`src/rtl/riscv_lsu_pkg.sv`:
```
// Shared definitions for the data-side load/store unit: funct3 encodings,
// response fault codes, FSM state encoding and request classification helpers.
package riscv_lsu_pkg;

  localparam logic [2:0] F3_B  = 3'b000;
  localparam logic [2:0] F3_H  = 3'b001;
  localparam logic [2:0] F3_W  = 3'b010;
  localparam logic [2:0] F3_BU = 3'b100;
  localparam logic [2:0] F3_HU = 3'b101;

  localparam logic [1:0] FAULT_NONE     = 2'b00;
  localparam logic [1:0] FAULT_MISALIGN = 2'b01;
  localparam logic [1:0] FAULT_ACCESS   = 2'b10;
  localparam logic [1:0] FAULT_ILLEGAL  = 2'b11;

  typedef enum logic [1:0] {
    ST_IDLE   = 2'b00,
    ST_ACCESS = 2'b01,
    ST_WRITE  = 2'b10,
    ST_RESP   = 2'b11
  } lsu_state_t;

  // Unsigned variants exist only for loads; 011/110/111 are never legal.
  function automatic logic is_illegal(input logic store, input logic [2:0] funct3);
    logic bad;
    case (funct3)
      F3_B, F3_H, F3_W: bad = 1'b0;
      F3_BU, F3_HU:     bad = store;
      default:          bad = 1'b1;
    endcase
    return bad;
  endfunction

  // Only meaningful for legal funct3; the low two bits give the access size.
  function automatic logic is_misaligned(input logic [2:0] funct3, input logic [1:0] addr_lo);
    logic mis;
    case (funct3[1:0])
      2'b01:   mis = addr_lo[0];
      2'b10:   mis = (addr_lo != 2'b00);
      default: mis = 1'b0;
    endcase
    return mis;
  endfunction

endpackage

```
`src/rtl/load_store_unit_if.sv`:
```
// Core request/response handshake plus the word-wide data memory port.
// slave: the load/store unit; master: the core and bus it talks to.
interface load_store_unit_if;
  logic        req_valid;
  logic        req_ready;
  logic        req_store;
  logic [2:0]  req_funct3;
  logic [31:0] req_address;
  logic [31:0] req_wdata;
  logic        resp_valid;
  logic        resp_ready;
  logic [31:0] resp_rdata;
  logic [1:0]  resp_fault;
  logic [31:0] mem_address;
  logic [31:0] mem_read_data;
  logic [31:0] mem_write_data;
  logic        mem_write_data_sig;
  logic        mem_selected;

  modport slave (
    input  req_valid, req_store, req_funct3, req_address, req_wdata,
    input  resp_ready, mem_read_data, mem_selected,
    output req_ready, resp_valid, resp_rdata, resp_fault,
    output mem_address, mem_write_data, mem_write_data_sig
  );

  modport master (
    output req_valid, req_store, req_funct3, req_address, req_wdata,
    output resp_ready, mem_read_data, mem_selected,
    input  req_ready, resp_valid, resp_rdata, resp_fault,
    input  mem_address, mem_write_data, mem_write_data_sig
  );
endinterface

```
`src/rtl/lsu_align.sv`:
```
// Lane handling for the word-only memory port: extracts and extends load
// data, and merges byte/halfword store data into an existing word.
module lsu_align
  import riscv_lsu_pkg::*;
(
  input  logic [31:0] word,
  input  logic [1:0]  addr_lo,
  input  logic [2:0]  funct3,
  input  logic [31:0] wdata,
  output logic [31:0] load_data,
  output logic [31:0] merged
);

  logic [31:0] shifted_s;
  logic [15:0] half_s;

  // Load extract: pick the addressed lane, then sign- or zero-extend.
  always_comb begin
    shifted_s = word >> {addr_lo, 3'b000};
    half_s    = addr_lo[1] ? word[31:16] : word[15:0];
    case (funct3)
      F3_B:    load_data = {{24{shifted_s[7]}}, shifted_s[7:0]};
      F3_H:    load_data = {{16{half_s[15]}}, half_s};
      F3_W:    load_data = word;
      F3_BU:   load_data = {24'h000000, shifted_s[7:0]};
      F3_HU:   load_data = {16'h0000, half_s};
      default: load_data = 32'h0000_0000;
    endcase
  end

  // Store merge: overwrite only the addressed lane of the old word.
  always_comb begin
    merged = word;
    case (funct3)
      F3_B: begin
        case (addr_lo)
          2'd0:    merged[7:0]   = wdata[7:0];
          2'd1:    merged[15:8]  = wdata[7:0];
          2'd2:    merged[23:16] = wdata[7:0];
          2'd3:    merged[31:24] = wdata[7:0];
          default: merged        = word;
        endcase
      end
      F3_H: begin
        if (addr_lo[1]) begin
          merged[31:16] = wdata[15:0];
        end else begin
          merged[15:0] = wdata[15:0];
        end
      end
      F3_W:    merged = wdata;
      default: merged = word;
    endcase
  end

endmodule

```
`src/rtl/load_store_unit.sv`:
```
// RV32I data-side load/store unit. One request in flight; a classify cycle
// follows each accept, sub-word stores are read-modify-write on the word port.
module load_store_unit
  import riscv_lsu_pkg::*;
(
  input  logic             clk,
  input  logic             rst_n,
  load_store_unit_if.slave bus
);

  lsu_state_t  state_r, state_s;
  logic        pending_r, pending_s;   // request latched, not yet classified
  logic        store_r, store_s;
  logic [2:0]  funct3_r, funct3_s;
  logic [31:0] addr_r, addr_s;
  logic [31:0] wdata_r, wdata_s;
  logic [31:0] merge_r, merge_s;
  logic [31:0] rdata_r, rdata_s;
  logic [1:0]  fault_r, fault_s;
  logic [31:0] load_data_s;
  logic [31:0] merged_s;

  lsu_align u_align (
    .word      (bus.mem_read_data),
    .addr_lo   (addr_r[1:0]),
    .funct3    (funct3_r),
    .wdata     (wdata_r),
    .load_data (load_data_s),
    .merged    (merged_s)
  );

  // State and request registers; reset returns to IDLE without a clock.
  always_ff @(posedge clk or negedge rst_n) begin
    if (!rst_n) begin
      state_r   <= ST_IDLE;
      pending_r <= 1'b0;
      store_r   <= 1'b0;
      funct3_r  <= 3'b000;
      addr_r    <= 32'h0000_0000;
      wdata_r   <= 32'h0000_0000;
      merge_r   <= 32'h0000_0000;
      rdata_r   <= 32'h0000_0000;
      fault_r   <= FAULT_NONE;
    end else begin
      state_r   <= state_s;
      pending_r <= pending_s;
      store_r   <= store_s;
      funct3_r  <= funct3_s;
      addr_r    <= addr_s;
      wdata_r   <= wdata_s;
      merge_r   <= merge_s;
      rdata_r   <= rdata_s;
      fault_r   <= fault_s;
    end
  end

  // Next-state logic: accept, classify, bus access, RMW write, response.
  always_comb begin
    state_s   = state_r;
    pending_s = pending_r;
    store_s   = store_r;
    funct3_s  = funct3_r;
    addr_s    = addr_r;
    wdata_s   = wdata_r;
    merge_s   = merge_r;
    rdata_s   = rdata_r;
    fault_s   = fault_r;
    case (state_r)
      ST_IDLE: begin
        if (pending_r) begin
          pending_s = 1'b0;
          if (is_illegal(store_r, funct3_r)) begin
            fault_s = FAULT_ILLEGAL;
            state_s = ST_RESP;
          end else if (is_misaligned(funct3_r, addr_r[1:0])) begin
            fault_s = FAULT_MISALIGN;
            state_s = ST_RESP;
          end else begin
            state_s = ST_ACCESS;
          end
        end else if (bus.req_valid) begin
          pending_s = 1'b1;
          store_s   = bus.req_store;
          funct3_s  = bus.req_funct3;
          addr_s    = bus.req_address;
          wdata_s   = bus.req_wdata;
          rdata_s   = 32'h0000_0000;
          fault_s   = FAULT_NONE;
        end else begin
          state_s = ST_IDLE;
        end
      end
      ST_ACCESS: begin
        if (!bus.mem_selected) begin
          fault_s = FAULT_ACCESS;
          state_s = ST_RESP;
        end else if (!store_r) begin
          rdata_s = load_data_s;
          state_s = ST_RESP;
        end else if (funct3_r == F3_W) begin
          state_s = ST_RESP;
        end else begin
          merge_s = merged_s;
          state_s = ST_WRITE;
        end
      end
      ST_WRITE: state_s = ST_RESP;
      ST_RESP: begin
        if (bus.resp_ready) begin
          state_s = ST_IDLE;
        end else begin
          state_s = ST_RESP;
        end
      end
      default: state_s = ST_IDLE;
    endcase
  end

  // Output decode from registered state; bus strobe only in SW ACCESS or WRITE.
  always_comb begin
    bus.req_ready          = (state_r == ST_IDLE) && !pending_r;
    bus.resp_valid         = (state_r == ST_RESP);
    bus.resp_rdata         = 32'h0000_0000;
    bus.resp_fault         = FAULT_NONE;
    bus.mem_address        = 32'h0000_0000;
    bus.mem_write_data     = 32'h0000_0000;
    bus.mem_write_data_sig = 1'b0;
    case (state_r)
      ST_ACCESS: begin
        bus.mem_address = {addr_r[31:2], 2'b00};
        if (store_r && (funct3_r == F3_W) && bus.mem_selected) begin
          bus.mem_write_data     = wdata_r;
          bus.mem_write_data_sig = 1'b1;
        end else begin
          bus.mem_write_data_sig = 1'b0;
        end
      end
      ST_WRITE: begin
        bus.mem_address        = {addr_r[31:2], 2'b00};
        bus.mem_write_data     = merge_r;
        bus.mem_write_data_sig = 1'b1;
      end
      ST_RESP: begin
        bus.resp_rdata = rdata_r;
        bus.resp_fault = fault_r;
      end
      default: bus.mem_address = 32'h0000_0000;
    endcase
  end

endmodule

```
`src/flat_wrapper.sv`:
```
// flat-port wrapper written by rule: the top's interface ports become plain ports
module load_store_unit_flat import riscv_lsu_pkg::*;
  (clk, rst_n, bus_req_valid, bus_req_store, bus_req_funct3, bus_req_address, bus_req_wdata, bus_resp_ready, bus_mem_read_data, bus_mem_selected, bus_req_ready, bus_resp_valid, bus_resp_rdata, bus_resp_fault, bus_mem_address, bus_mem_write_data, bus_mem_write_data_sig);
  load_store_unit_if bus_i ();
  input  logic clk;
  input  logic rst_n;
  input wire logic [$bits(bus_i.req_valid)-1:0] bus_req_valid;
  input wire logic [$bits(bus_i.req_store)-1:0] bus_req_store;
  input wire logic [$bits(bus_i.req_funct3)-1:0] bus_req_funct3;
  input wire logic [$bits(bus_i.req_address)-1:0] bus_req_address;
  input wire logic [$bits(bus_i.req_wdata)-1:0] bus_req_wdata;
  input wire logic [$bits(bus_i.resp_ready)-1:0] bus_resp_ready;
  input wire logic [$bits(bus_i.mem_read_data)-1:0] bus_mem_read_data;
  input wire logic [$bits(bus_i.mem_selected)-1:0] bus_mem_selected;
  output wire logic [$bits(bus_i.req_ready)-1:0] bus_req_ready;
  output wire logic [$bits(bus_i.resp_valid)-1:0] bus_resp_valid;
  output wire logic [$bits(bus_i.resp_rdata)-1:0] bus_resp_rdata;
  output wire logic [$bits(bus_i.resp_fault)-1:0] bus_resp_fault;
  output wire logic [$bits(bus_i.mem_address)-1:0] bus_mem_address;
  output wire logic [$bits(bus_i.mem_write_data)-1:0] bus_mem_write_data;
  output wire logic [$bits(bus_i.mem_write_data_sig)-1:0] bus_mem_write_data_sig;
  assign bus_i.req_valid = bus_req_valid;
  assign bus_i.req_store = bus_req_store;
  assign bus_i.req_funct3 = bus_req_funct3;
  assign bus_i.req_address = bus_req_address;
  assign bus_i.req_wdata = bus_req_wdata;
  assign bus_i.resp_ready = bus_resp_ready;
  assign bus_i.mem_read_data = bus_mem_read_data;
  assign bus_i.mem_selected = bus_mem_selected;
  assign bus_req_ready = bus_i.req_ready;
  assign bus_resp_valid = bus_i.resp_valid;
  assign bus_resp_rdata = bus_i.resp_rdata;
  assign bus_resp_fault = bus_i.resp_fault;
  assign bus_mem_address = bus_i.mem_address;
  assign bus_mem_write_data = bus_i.mem_write_data;
  assign bus_mem_write_data_sig = bus_i.mem_write_data_sig;
  load_store_unit u_core (.clk(clk), .rst_n(rst_n), .bus(bus_i));
endmodule
```
`config.mk`:
```
export PLATFORM = sky130hd
export DESIGN_NAME = load_store_unit_flat
export DESIGN_NICKNAME = d
export VERILOG_FILES = /design/src/rtl/riscv_lsu_pkg.sv /design/src/rtl/load_store_unit_if.sv /design/src/rtl/lsu_align.sv /design/src/rtl/load_store_unit.sv /design/src/flat_wrapper.sv
export SDC_FILE = /design/constraint.sdc
export NUM_CORES = 1
export LEC_CHECK = 0
export ABC_AREA = 1
export CAP_MARGIN = 30
export CORE_MARGIN = 5
export CORE_UTILIZATION = 45
export CTS_BUF_LIST = sky130_fd_sc_hd__clkbuf_4
export DETAILED_ROUTE_END_ITERATION = 6
export PLACE_DENSITY = 0.76
export SLEW_MARGIN = 20
export SYNTH_ARGS = -nofsm -noshare
export SYNTH_HDL_FRONTEND = slang
export SYNTH_SLANG_ARGS = --single-unit
```
`constraint.sdc`:
```
create_clock -name clk -period 3.9 [get_ports clk]
set_input_delay 0.975 -clock clk [delete_from_list [all_inputs] [get_ports clk]]
set_output_delay 0.975 -clock clk [all_outputs]
set_load 0.01 [all_outputs]
```
== Word-level counts from Yosys, hierarchy flattened ==
Cells that the tools add are included.
Operators by class
  shift-type cells: 1
  eq/ne operators: 20
  multiplexer cells: 45
  bitwise logic cells: 2
  reductions and logical operators: 16
Operators by type and width (count)
  32-bit two-way mux: 7
  32-bit one-hot mux with 2 select lines: 3
  32-bit one-hot mux with 5 select lines: 1
  16-bit two-way mux: 3
  8-bit two-way mux: 4
  32-bit by 5-bit right shift with 8-bit output: 1
  2-bit two-way mux: 13
  2-bit == test (second input constant): 5
  2-bit != test (second input constant): 5
  1-bit two-way mux: 9
  2-bit one-hot mux with 4 select lines: 1
  4-bit AND reduction: 2
  2-bit by 1-bit == test with 1-bit output (second input constant): 3
  3-bit == test (second input constant): 2
  3-bit by 2-bit != test with 1-bit output (second input constant): 2
  1-bit one-hot mux with 2 select lines: 3
  5-bit AND reduction: 1
  2-bit logical NOT: 2
  4-bit != test (second input constant): 1
  2-bit one-hot mux with 2 select lines: 1
  2-bit nonzero test: 2
  2-bit OR reduction: 2
  3-bit by 1-bit == test with 1-bit output (second input constant): 1
  3-bit by 2-bit == test with 1-bit output (second input constant): 1
  other kinds (6): 9
Storage, ports and cells
  output and inout port bits: 101
  register bits: 137
  word-level logic and storage cells: 93
  bits of input ports: 105

== Longest topological paths before layout ==
Gate-level depths: netlist of run 1.
  word-level depth: 12
  gate-level depth with buffers: 11
  depth with buffers taken out: 10

== By module ==
From an unflattened synthesis of run 1, not the netlist that was laid out.
Unflattened totals
  cell total of the unflattened synthesis: 1531
  area total of the unflattened synthesis: 9283.9 µm²
By module, submodules not included
  load_store_unit: cells an instance 890, area each 6635.1 µm², sequential area each 3428.3 µm², times used 1
  lsu_align: cells an instance 641, area each 2648.8 µm², sequential area each 0.0 µm², times used 1

== Worst setup path before layout of run 1 ==
OpenSTA, ideal clock, no wires.
  path type: input port to output port
  start point: in bus_mem_selected
  end point: out bus_mem_write_data[10]
  required time: 2.925 ns
  data arrival time: 1.750 ns
  slack: 1.175 ns
  stages on the path: 7
  buffers on the path: 1
  cell sequence: inv_1 > nor2_1 > nand2_1 > inv_1 > buf_2 > nand2_1 > a21oi_1
On the way
  longest elaborated chain between the ends: 3
RTL lines
  start: declaration: line flat_wrapper.sv:14  | input wire logic [$bits(bus_i.mem_selected)-1:0] bus_mem_selected;
  1-bit logical AND: line load_store_unit.sv:131  | if (store_r && (funct3_r == F3_W) && bus.mem_selected) begin
  32-bit two-way mux: line load_store_unit.sv:131
  32-bit one-hot mux with 2 select lines: line load_store_unit.sv:128  | case (state_r)
  end: declaration: line flat_wrapper.sv:20  | output wire logic [$bits(bus_i.mem_write_data)-1:0] bus_mem_write_data;
Every way passes these cells.

== Worst setup path after layout of run 1 ==
  start point: in bus_mem_selected
  end point: out bus_mem_write_data[23]
The elaborated chain is that of the path after synthesis.

==> metrics.log, run 1 <==
INFO  metric arrival = about 2.9 ns
INFO  metric row_count = 50
INFO  metric track_usage = 0.255
INFO  metric synth-seq-cells = approximately 140
INFO  metric irDropWorstVdd = 0.401 mV
INFO  metric hold_buffers = 0
INFO  metric ys.warnings.count = 0
INFO  metric fin_crit_sh = 0.984
INFO  metric syn_inst = 1,337
INFO  metric worstSkewPairLatency = between 0.5 and 0.6 ns
INFO  metric worstPathMaxFanout = 16
INFO  metric synth-edff-count = 0
INFO  metric postLayoutCoreUtil = 0.590
INFO  metric vias_per_cell = between 5 and 6
INFO  metric max_clock_freq = between 0.2 and 0.3 GHz
INFO  metric die-area = 0.0218 mm^2
INFO  metric period_minus_slack = between 3 and 4 ns
INFO  metric mappedNetlistArea = ~0.0085 mm^2
INFO  metric cp-startpoint = bus_mem_selected
INFO  metric timing.rr.start = u_core.funct3_r[1]
INFO  metric io-pin-count = just over 200
INFO  metric hold_violations = 0
INFO  metric synth-seq-area-share = 0.403
INFO  metric register_clock_pin_slew_on_the_reported_worst_setup_and_hold_paths = roughly 0.13 ns
INFO  metric rsz0062_at_grt = no
INFO  metric drv_slew = 0
INFO  metric route.vias.total = around 9,000
INFO  metric portBuffers = about 200
INFO  metric timing.critical_path.cells = clkdlybuf4s50_1 -> inv_1 -> nor2_1 -> nand2_1 -> inv_2 -> clkbuf_16 -> nand2_1 -> a21oi_1 -> clkdlybuf4s50_1
INFO  metric timing.critical_path.max_delay_family = buffers and inverters
INFO  metric ff2ff_path_depth = 10
INFO  metric filler_cell_count = ~1,800
INFO  metric crit_type = primary input to output port
INFO  metric grt_start_max_net_pins = 60
INFO  metric status = complete, no violations
INFO  metric cts-buffers-inserted = 17
INFO  metric clockBufferDepth = 2
INFO  metric grt.overflow.total = 0
INFO  metric synth-main-ff-cell = dfrtp_1
INFO  metric max-slew-margin-rel = 0.454
INFO  metric most_common_library_cell_in_the_layout_ignoring_fill_and_taps = nand2_1
INFO  metric die_height = about 150 um
INFO  metric layout_common_cells = nand2_1 (573), clkdlybuf4s50_1 (196), nor2_1 (159)
INFO  metric path_buf_inv = 5
INFO  metric post_dr_wirelength_cell = approximately 16 um
INFO  metric number_of_global_route_vias_before_repair = between 8,000 and 9,000
INFO  metric cpPeakStageDelay = 0.57 ns
INFO  metric synth_cell_types = 28
INFO  metric p_per_area = just over 700 mW/mm^2
INFO  metric timing.critical_path.from_type = primary input
INFO  metric share_of_post_route_cells_with_drive_strength_above_1 = 0.0515
INFO  metric cp.required = between 2 and 3 ns
INFO  metric worst-r2r-setup-slack = roughly 1.3 ns
INFO  metric cts_htree_levels = 4
INFO  metric worst_hold_path_type = primary input to asynchronous set/reset pin
INFO  metric drt_iter0_drc = 832
INFO  metric cts_tree = built
INFO  metric floorplan.initialDensity = 0.457
INFO  metric crit_path_top_delay_cell = clkdlybuf4s50_1
INFO  metric route.detailed.drc = 0
INFO  metric global_route_wire_length_before_repair = between 40,000 and 50,000 um
INFO  metric ys_async_sr_fraction = 1.00
INFO  metric critical_path.endpoint_type = output port
INFO  metric maxcap_violations = 0
INFO  metric die-width = between 100 and 150 um
INFO  metric gp_congestion = about 0.92
INFO  metric design_power_total = around 8.0 mW
INFO  metric max_slew.worst_pin.slew = around 0.82 ns
INFO  metric fp.coreArea = between 0.015 and 0.02 mm^2
INFO  metric dpl.hpwl = roughly 20,000 um
INFO  metric antenna_found_initial = 5
INFO  metric tritoncts_num_sinks = approximately 140
INFO  metric static-leakage-power = between 5 and 6 nW
INFO  metric tns = 0 ns
INFO  metric num-nets-final = between 1,500 and 2,000
INFO  metric root_buffer_selected_by_cts = clkbuf_4
INFO  metric area.growth.synth_to_final = 29.3%
INFO  metric drt_pre_antenna_iters = 7
INFO  metric fin_worst_skew = between 0.03 and 0.04 ns
INFO  metric synth.avg_cell_area = roughly 6.4 um^2
INFO  metric crit-reg2reg-capture = u_core.rdata_r[24]
INFO  metric final_antenna_net_count = 0
INFO  metric finalSetupViolCount = 0
INFO  metric detail_route.wirelength = 28,200 um
synthesized netlist by cell type (2+ instances only):
cell type,number,area [um^2]
nor2_4,3,33.8
o211ai_1,42,315
ha_1,7,87.6
inv_1,143,537
nor2_2,2,12.5
buf_4,4,30.0
o21ai_0,76,380
a21oi_1,40,200
nor2_1,161,604
buf_6,3,33.8
clkbuf_1,39,146
buf_2,24,120
nand3_1,39,195
buf_1,5,18.8
a31oi_1,3,18.8
dfrtp_1,137,3430
inv_2,5,18.8
nand2_2,8,50.1
nand2_1,574,2150
o21ai_1,14,70.1
flip-flops by register name, indices dropped and copies added (netlist names):
name / cells
u_core.funct3_r: 3
u_core.rdata_r: 32
u_core.state_r: 2
u_core.fault_r: 2
u_core.store_r: 1
u_core.merge_r: 32
u_core.pending_r: 1
u_core.wdata_r: 32
u_core.addr_r: 32
layer usage:
layer  part of all wire  track usage  vias up
li1                   -            -     4420
met1               0.43        0.340     4123
met2               0.43        0.393      423
met3               0.10       0.0822       64
met4              0.032       0.0867        8
met5             0.0016            0        -
worst reg2reg max path: cells and delay by family, from the launching register on:
kind	cells	cell delay, ns
buffers and inverters	3	0.66
flip-flops	1	0.40
adder cells (fa/ha/maj)	1	0.48
AND/OR/NAND/NOR	6	1.00
report_power, final:
group          switching [mW]  internal [mW]  total [mW]  leakage, nW
combinational            2.77           1.67        4.45         4.00
sequential              0.544           2.07        2.61         1.72
clock                   0.593          0.338       0.931        0.142
area by class of cell:
class                           instances  area (um^2)  share of cell area
Clock buffer                           18          135              0.0123
Tap cell                              234          293              0.0266
Clock inverter                         14          139              0.0126
Antenna cell                            2         5.00            0.000455
Timing Repair Buffer                  222         2250               0.205
Inverter                              149          559              0.0508
Sequential cell                       137         3430               0.312
Multi-Input combinational cell        976         4190               0.381
what timing repair did:
action,4_1_cts,5_1_grt
gates resized for setup,0,9
setup endpoints to repair,0,32
buffers inserted,0,0
endpoints found under the hold margin,0,0
per-stage QoR:
step	cell area [um^2]	worst slack, ns	cells	hold WS, ns
2_1_floorplan	8510	1.17	1338	0.442
3_3_place_gp	10600	0.133	1716	0.462
3_5_place_dp	10700	0.0709	1717	0.465
4_1_cts	11000	0.0768	1749	0.362
5_1_grt	11000	0.00254	1752	0.371
6_report	11000	0.0638	1752	0.380
logic make-up after synthesis:
group | synth area share
buffers and inverters | 0.107
and+or+nand+nor | 0.362
adders and majority gates | 0.0103
DFF | 0.403
other | 0.000441
AOI/OAI and AO/OA | 0.117
worst max path at each step:
stage / slack [ns] / cells after the start / to
2_1_floorplan: 1.17 / 7 / bus_mem_write_data[10]
3_3_place_gp: 0.13 / 9 / bus_mem_write_data[0]
3_5_place_dp: 0.07 / 9 / bus_mem_write_data[29]
4_1_cts: 0.08 / 9 / bus_mem_write_data[29]
5_1_grt: 0.003 / 9 / bus_mem_write_data[23]
6_report: 0.06 / 9 / bus_mem_write_data[23]
Note: power is estimated with default switching activity, not from simulation.
==> inputs of run 2 (changes only) <==
--- a/config.mk
+++ b/config.mk
@@ -9,7 +9,6 @@
 export CAP_MARGIN = 30
 export CORE_MARGIN = 5
 export CORE_UTILIZATION = 45
-export CTS_BUF_LIST = sky130_fd_sc_hd__clkbuf_4
 export DETAILED_ROUTE_END_ITERATION = 6
 export PLACE_DENSITY = 0.76
 export SLEW_MARGIN = 20
==> run 2 against run 1 <==
  * Wire length increased by 0.23%
  * First-iteration DRC count decreased by 5.3%
  * Critical path depth unchanged
  * Combinational power is essentially flat
  * Worst hold slack improved by 0.10 ns
  * Global-route usage up 0.20 points
  * Total power grew 8.0%
  * Sequential power barely moved
  * Utilization grew 1.6 points
  * Sequential share of layout area fell by 0.81 points
  * Critical path type unchanged
  * Clock skew down 0.021 ns
==> metrics.log, run 2 (synthesis results as in run 1) <==
INFO  metric status = complete, no violations
INFO  metric timing.critical_path.max_delay_family = buffers and inverters
INFO  metric layout_common_cells = nand2_1 (574), clkdlybuf4s50_1 (192), nor2_1 (159)
INFO  metric num-nets-final = 1,615 (unchanged)
INFO  metric clockBufferDepth = 2 (unchanged)
INFO  metric worst-r2r-setup-slack = 1.27 ns (-0.03 ns)
INFO  metric tritoncts_num_sinks = 137 (unchanged)
INFO  metric fin_crit_sh = 0.984 (about the same)
INFO  metric design_power_total = 8.63 mW (+8.0%)
INFO  metric fin_worst_skew = 0.0107 ns (-0.0205 ns)
INFO  metric fp.coreArea = 0.0186 mm^2 (unchanged)
INFO  metric ff2ff_path_depth = 10 (unchanged)
INFO  metric final_antenna_net_count = 0 (unchanged)
INFO  metric drv_slew = 0 (unchanged)
INFO  metric worstPathMaxFanout = 16 (unchanged)
INFO  metric die-area = 0.0218 mm^2 (unchanged)
INFO  metric gp_congestion = 0.916 (unchanged)
INFO  metric crit_type = primary input to output port
INFO  metric critical_path.endpoint_type = output port
INFO  metric worst_hold_path_type = flop to flop
INFO  metric global_route_wire_length_before_repair = 44,900 um (+0.90%)
INFO  metric portBuffers = 203 (unchanged)
INFO  metric vias_per_cell = 5.18 (+0.40%)
INFO  metric timing.critical_path.cells = clkdlybuf4s50_1 -> inv_1 -> nor2_1 -> nand2_1 -> inv_2 -> clkbuf_16 -> nand2_1 -> a21oi_1 -> clkdlybuf4s50_1
INFO  metric die-width = 148 um (unchanged)
INFO  metric root_buffer_selected_by_cts = clkbuf_16
INFO  metric most_common_library_cell_in_the_layout_ignoring_fill_and_taps = nand2_1
INFO  metric cpPeakStageDelay = 0.57 ns (about the same)
INFO  metric period_minus_slack = 3.84 ns (+0.00306 ns)
INFO  metric grt_start_max_net_pins = 60 (unchanged)
INFO  metric drt_pre_antenna_iters = 6 (-1)
INFO  metric detail_route.wirelength = 28,200 um (+0.23%)
INFO  metric cts_htree_levels = 4 (unchanged)
INFO  metric die_height = 148 um (unchanged)
INFO  metric crit_path_top_delay_cell = clkdlybuf4s50_1
INFO  metric arrival = 2.86 ns (about the same)
INFO  metric max-slew-margin-rel = 0.456 (+0.00188)
INFO  metric drt_iter0_drc = 788 (-5.3%)
INFO  metric tns = 0 ns (unchanged)
INFO  metric final_area = 0.0113 mm^2 (+2.7%)
INFO  metric io-pin-count = 206 (unchanged)
INFO  metric max_clock_freq = 0.260 GHz (about the same)
INFO  metric path_buf_inv = 5 (unchanged)
INFO  metric dpl.hpwl = 20,400 um (unchanged)
INFO  metric timing.critical_path.from_type = primary input
INFO  metric post_dr_wirelength_cell = 16.1 um (+0.34%)
INFO  metric cp-startpoint = bus_mem_selected
INFO  metric area.growth.synth_to_final = 32.7%
INFO  metric filler_cell_count = 1,779 (-2.7%)
INFO  metric max_slew.worst_pin.slew = 0.815 ns (-0.00281 ns)
INFO  metric n_antenna_cell = 0 (-2)
INFO  metric floorplan.initialDensity = 0.457 (unchanged)
INFO  metric route.detailed.drc = 0 (unchanged)
INFO  metric hold_violations = 0 (unchanged)
INFO  metric worstSkewPairLatency = 0.43 ns (-0.14 ns)
INFO  metric share_of_post_route_cells_with_drive_strength_above_1 = 0.0495 (-0.00198)
INFO  metric hold_path_depth = 2
INFO  metric cp.required = 2.92 ns (about the same)
INFO  metric cts_tree = built
INFO  metric preCtsSetupSlack = 0.0709 ns (unchanged)
INFO  metric cts-buffers-inserted = 17 (unchanged)
INFO  metric hold_buffers = 0 (unchanged)
INFO  metric postLayoutSetupSlackWorst = 0.0607 ns (-0.00306 ns)
INFO  metric grt.overflow.total = 0 (unchanged)
INFO  metric worst_setup_endpoint = bus_mem_write_data[23]
INFO  metric row_count = 50 (unchanged)
INFO  metric route.vias.total = 9,064 (+0.29%)
INFO  metric post_dp_cell_area = 0.0107 mm^2 (unchanged)
INFO  metric p_per_area = 764 mW/mm^2 (+5.2%)
INFO  metric track_usage = 0.257 (+0.00201)
INFO  metric postLayoutCoreUtil = 0.606 (+0.0158)
INFO  metric finalSetupViolCount = 0 (unchanged)
INFO  metric maxcap_violations = 0 (unchanged)
INFO  metric timing.rr.start = u_core.funct3_r[1]
INFO  metric static-leakage-power = 6.06 nW (+3.4%)
INFO  metric crit-reg2reg-capture = u_core.rdata_r[24]
INFO  metric register_clock_pin_slew_on_the_reported_worst_setup_and_hold_paths = 0.06 ns (-0.07 ns)
INFO  metric path_depth = 9 (unchanged)
INFO  metric number_of_global_route_vias_before_repair = 8,528 (+0.61%)
INFO  metric irDropWorstVdd = 0.396 mV (-1.1%)
INFO  metric antenna_found_initial = 4 (-1)
==> run 2: changes by cell type in the layout (fill, tap and decap cells not counted), sizes merged <==
cell	before	now
clkdlybuf4s50	196	192
diode	2	0
dlymetal6s2s	6	10
==> run 2: per-stage QoR <==
| stage | std cells | hold WS (ns) |
|---|---|---|
| after global routing | 1750 | 0.497 |
| after global placement | 1716 | 0.462 |
| final | 1750 | 0.480 |
| after floorplan | 1338 | 0.442 |
| after CTS | 1749 | 0.483 |
| after detailed placement | 1717 | 0.465 |
==> run 2: per-layer routing <==
metal  track usage  up-vias  wire length, um  part of all wire
met5             0        -               46            0.0016
met4        0.0895        8              778             0.028
met3        0.0791       60             2810             0.099
met2         0.403      402            12600              0.45
met1         0.338     4172            12000              0.42
li1              -     4422                -                 -
==> run 2: power breakdown <==
group          switching (mW)  internal [mW]
Sequential              0.542           2.08
Clock                   0.678          0.892
Combinational            2.77           1.67
==> run 2: how the worst min path moves through the flow <==
stage                      startpoint  slack (ns)                end
CTS                 u_core.addr_r[14]        0.48  u_core.addr_r[14]
floorplan           u_core.fault_r[0]        0.44  u_core.fault_r[0]
global route        u_core.addr_r[18]        0.50  u_core.addr_r[18]
global placement    u_core.addr_r[20]        0.46  u_core.addr_r[20]
detailed placement  u_core.addr_r[14]        0.47  u_core.addr_r[14]
finish              u_core.addr_r[14]        0.48  u_core.addr_r[14]
==> run 2: worst reg2reg max path, cell delays in order (launching register included) <==
cell     delay (ns)
dfrtp_1        0.38
inv_1          0.10
ha_1           0.49
inv_2          0.22
nor2_2         0.12
buf_4          0.35
and2_1         0.55
nor2_1         0.08
nand2_1        0.10
nand2_1        0.08
nand2_1        0.09
==> run 2: final cells by class <==
type | count | area [um^2] | share of cell area
repair buffers | 222 | 2260 | 0.200
clock buffers | 18 | 429 | 0.0380
inverters | 149 | 559 | 0.0495
flip-flops and latches | 137 | 3430 | 0.304
well taps | 234 | 293 | 0.0259
multi-input cells | 976 | 4180 | 0.370
clock inverters | 14 | 139 | 0.0123
==> run 2: what timing repair did <==
item / in CTS / in global routing
setup buffers: 0 / 0
resized for setup: 0 / 11
setup endpoints to repair: 0 / 13
endpoints found under the hold margin: 0 / 0
==> inputs of run 3 (changes only) <==
--- a/config.mk
+++ b/config.mk
@@ -10,6 +10,7 @@
 export CORE_MARGIN = 5
 export CORE_UTILIZATION = 45
 export DETAILED_ROUTE_END_ITERATION = 6
+export GPL_ROUTABILITY_DRIVEN = 0
 export PLACE_DENSITY = 0.76
 export SLEW_MARGIN = 20
 export SYNTH_ARGS = -nofsm -noshare
==> run 3 against run 2 <==
  * Highest routed layer unchanged
  * Combinational power about the same
  * Total power decreased by 0.49%
  * Final cell count decreased by 0.17%
  * Via count decreased by 0.44%
==> metrics.log, run 3 (synthesis results as in run 1) <==
INFO  metric cts_htree_levels = 4 (unchanged)
INFO  metric die_height = 148 um (unchanged)
INFO  metric hold_violations = 0 (unchanged)
INFO  metric filler_cell_count = 1,761 (-1.0%)
INFO  metric drv_slew = 0 (unchanged)
INFO  metric p_per_area = 765 mW/mm^2 (about the same)
INFO  metric post_dr_wirelength_cell = 15.9 um (-1.3%)
INFO  metric arrival = 2.79 ns (-0.07 ns)
INFO  metric vias_per_cell = 5.17 (-0.27%)
INFO  metric cts_tree = built
INFO  metric num-nets-final = 1,612 (-0.19%)
INFO  metric worstSkewPairLatency = 0.42 ns (about the same)
INFO  metric worstPathMaxFanout = 32 (+16)
INFO  metric preCtsSetupSlack = 0.141 ns (+0.0704 ns)
INFO  metric finalSetupViolCount = 0 (unchanged)
INFO  metric max_clock_freq = 0.266 GHz (+2.1%)
INFO  metric worst-r2r-setup-slack = 1.38 ns (+0.11 ns)
INFO  metric static-leakage-power = 5.88 nW (-3.0%)
INFO  metric fin_worst_skew = 0.00751 ns (-0.00321 ns)
INFO  metric crit_path_top_delay_cell = clkdlybuf4s50_1
INFO  metric portBuffers = 203 (unchanged)
INFO  metric crit-reg2reg-capture = u_core.rdata_r[15]
INFO  metric period_minus_slack = 3.76 ns (-0.0786 ns)
INFO  metric fp.coreArea = 0.0186 mm^2 (unchanged)
INFO  metric max-slew-margin-rel = 0.467 (+0.0111)
INFO  metric n_antenna_cell = 0 (unchanged)
INFO  metric number_of_global_route_vias_before_repair = 8,598 (+0.82%)
INFO  metric hold_path_depth = 2 (unchanged)
INFO  metric area.growth.synth_to_final = 31.9%
INFO  metric gr-usage-met3 = 0.0812 (+0.00215)
INFO  metric dpl.hpwl = 20,100 um (-1.3%)
INFO  metric route.vias.total = 9,024 (-0.44%)
INFO  metric min-delay-start = u_core.rdata_r[30]
INFO  metric row_count = 50 (unchanged)
INFO  metric timing.rr.start = u_core.funct3_r[0]
INFO  metric detail_route.wirelength = 27,800 um (-1.5%)
INFO  metric global_route.usage.met2 = 0.397 (-0.00551)
INFO  metric floorplan.initialDensity = 0.457 (unchanged)
INFO  metric irDropWorstVdd = 0.372 mV (-6.1%)
INFO  metric grt_start_max_net_pins = 78 (+30%)
INFO  metric global_route_wire_length_before_repair = 45,200 um (+0.69%)
INFO  metric fin_crit_sh = 0.964 (-0.0201)
INFO  metric die-area = 0.0218 mm^2 (unchanged)
INFO  metric tritoncts_num_sinks = 137 (unchanged)
INFO  metric timing.critical_path.max_delay_family = buffers and inverters
INFO  metric status = complete, no violations
INFO  metric track_usage = 0.259 (+0.00256)
INFO  metric layout_common_cells = nand2_1 (574), clkdlybuf4s50_1 (201), nor2_1 (159)
INFO  metric max_slew.worst_pin.slew = 0.799 ns (-0.0167 ns)
INFO  metric register_clock_pin_slew_on_the_reported_worst_setup_and_hold_paths = 0.05 ns (about the same)
INFO  metric whs_endpoint = u_core.rdata_r[30]
INFO  metric grt_most_used_layer = met2
INFO  metric ff2ff_path_depth = 9 (-1)
INFO  metric grt.overflow.total = 0 (unchanged)
INFO  metric path_buf_inv = 5 (unchanged)
INFO  metric root_buffer_selected_by_cts = clkbuf_16
INFO  metric tns = 0 ns (unchanged)
INFO  metric cpPeakStageDelay = 0.57 ns (about the same)
INFO  metric final_antenna_net_count = 0 (unchanged)
INFO  metric global_route_met1_utilization = 0.346 (+0.00795)
INFO  metric route.detailed.drc = 0 (unchanged)
INFO  metric critical_path.endpoint_type = output port
INFO  metric most_common_library_cell_in_the_layout_ignoring_fill_and_taps = nand2_1
INFO  metric cts-buffers-inserted = 17 (unchanged)
INFO  metric clockBufferDepth = 2 (unchanged)
INFO  metric postLayoutSetupSlackWorst = 0.139 ns (+0.0786 ns)
INFO  metric worst_hold_path_type = flop to flop
INFO  metric timing.critical_path.from_type = primary input
INFO  metric antenna_found_initial = 3 (-1)
INFO  metric die-width = 148 um (unchanged)
INFO  metric io-pin-count = 206 (unchanged)
INFO  metric cp.required = 2.92 ns (about the same)
INFO  metric timing.critical_path.cells = clkdlybuf4s50_1 -> inv_1 -> nor2_1 -> nand2_1 -> inv_1 -> buf_12 -> nand2_1 -> a21oi_1 -> clkdlybuf4s50_1
INFO  metric crit_type = primary input to output port
INFO  metric share_of_post_route_cells_with_drive_strength_above_1 = 0.0469 (-0.00255)
INFO  metric drt_iter0_drc = 881 (+12%)
INFO  metric maxcap_violations = 0 (unchanged)
INFO  metric drt_pre_antenna_iters = 6 (unchanged)
INFO  metric rsz0062_at_grt = no
-- run 3: layout make-up --
| type | count | area, um^2 | area share |
|---|---|---|---|
| Clock buffer | 19 | 443 | 0.0394 |
| Clock inverter | 13 | 123 | 0.0109 |
| Inverter | 149 | 559 | 0.0498 |
| Multi-Input combinational cell | 976 | 4180 | 0.372 |
| Sequential cell | 137 | 3430 | 0.305 |
| Tap cell | 234 | 293 | 0.0261 |
| Timing Repair Buffer | 219 | 2200 | 0.196 |
-- run 3: how the worst max path moves through the flow --
stage                                start                endpoint  slack, ns  cells after the start
after global placement    bus_mem_selected   bus_mem_write_data[0]       0.19                      9
final                     bus_mem_selected  bus_mem_write_data[12]       0.14                      9
after floorplan           bus_mem_selected  bus_mem_write_data[10]       1.17                      7
after detailed placement  bus_mem_selected  bus_mem_write_data[12]       0.14                      9
after global routing      bus_mem_selected  bus_mem_write_data[29]      0.005                      9
after CTS                 bus_mem_selected  bus_mem_write_data[17]       0.14                      9
-- run 3: power by group --
part,switching (mW),leakage [nW],internal (mW)
combinational,2.79,3.90,1.66
sequential,0.516,1.72,2.08
clock,0.648,0.266,0.898
-- run 3: repair_timing --
| item | CTS | global route |
|---|---|---|
| buffers inserted | 0 | 0 |
| setup endpoints to repair | 0 | 1 |
| hold buffers | 0 | 0 |
| resized for setup | 0 | 1 |
-- run 3: through the flow --
step / hold slack (ns) / util / instance area, um^2 / power, mW / std cells
6_report: 0.479 / 0.602 / 11200 / 8.59 / 1747
5_1_grt: 0.496 / 0.602 / 11200 / 9.32 / 1747
4_1_cts: 0.482 / 0.602 / 11200 / 8.61 / 1747
3_5_place_dp: 0.465 / 0.572 / 10700 / 7.02 / 1715
3_3_place_gp: 0.462 / 0.570 / 10600 / 6.86 / 1714
2_1_floorplan: 0.442 / - / 8510 / 5.35 / 1338
-- run 3: worst register-to-register path, delay by kind of cell (launching register included) --
kind | cells | cell delay (ns)
simple gates | 5 | 1.05
buf+inv | 3 | 0.60
fa+ha+maj | 1 | 0.40
flops | 1 | 0.39
-- run 3: per-layer routing --
layer,wire length (um),up-vias
met5,47,-
met4,1010,6
met3,2900,71
met2,12200,448
met1,11700,4085
li1,-,4414
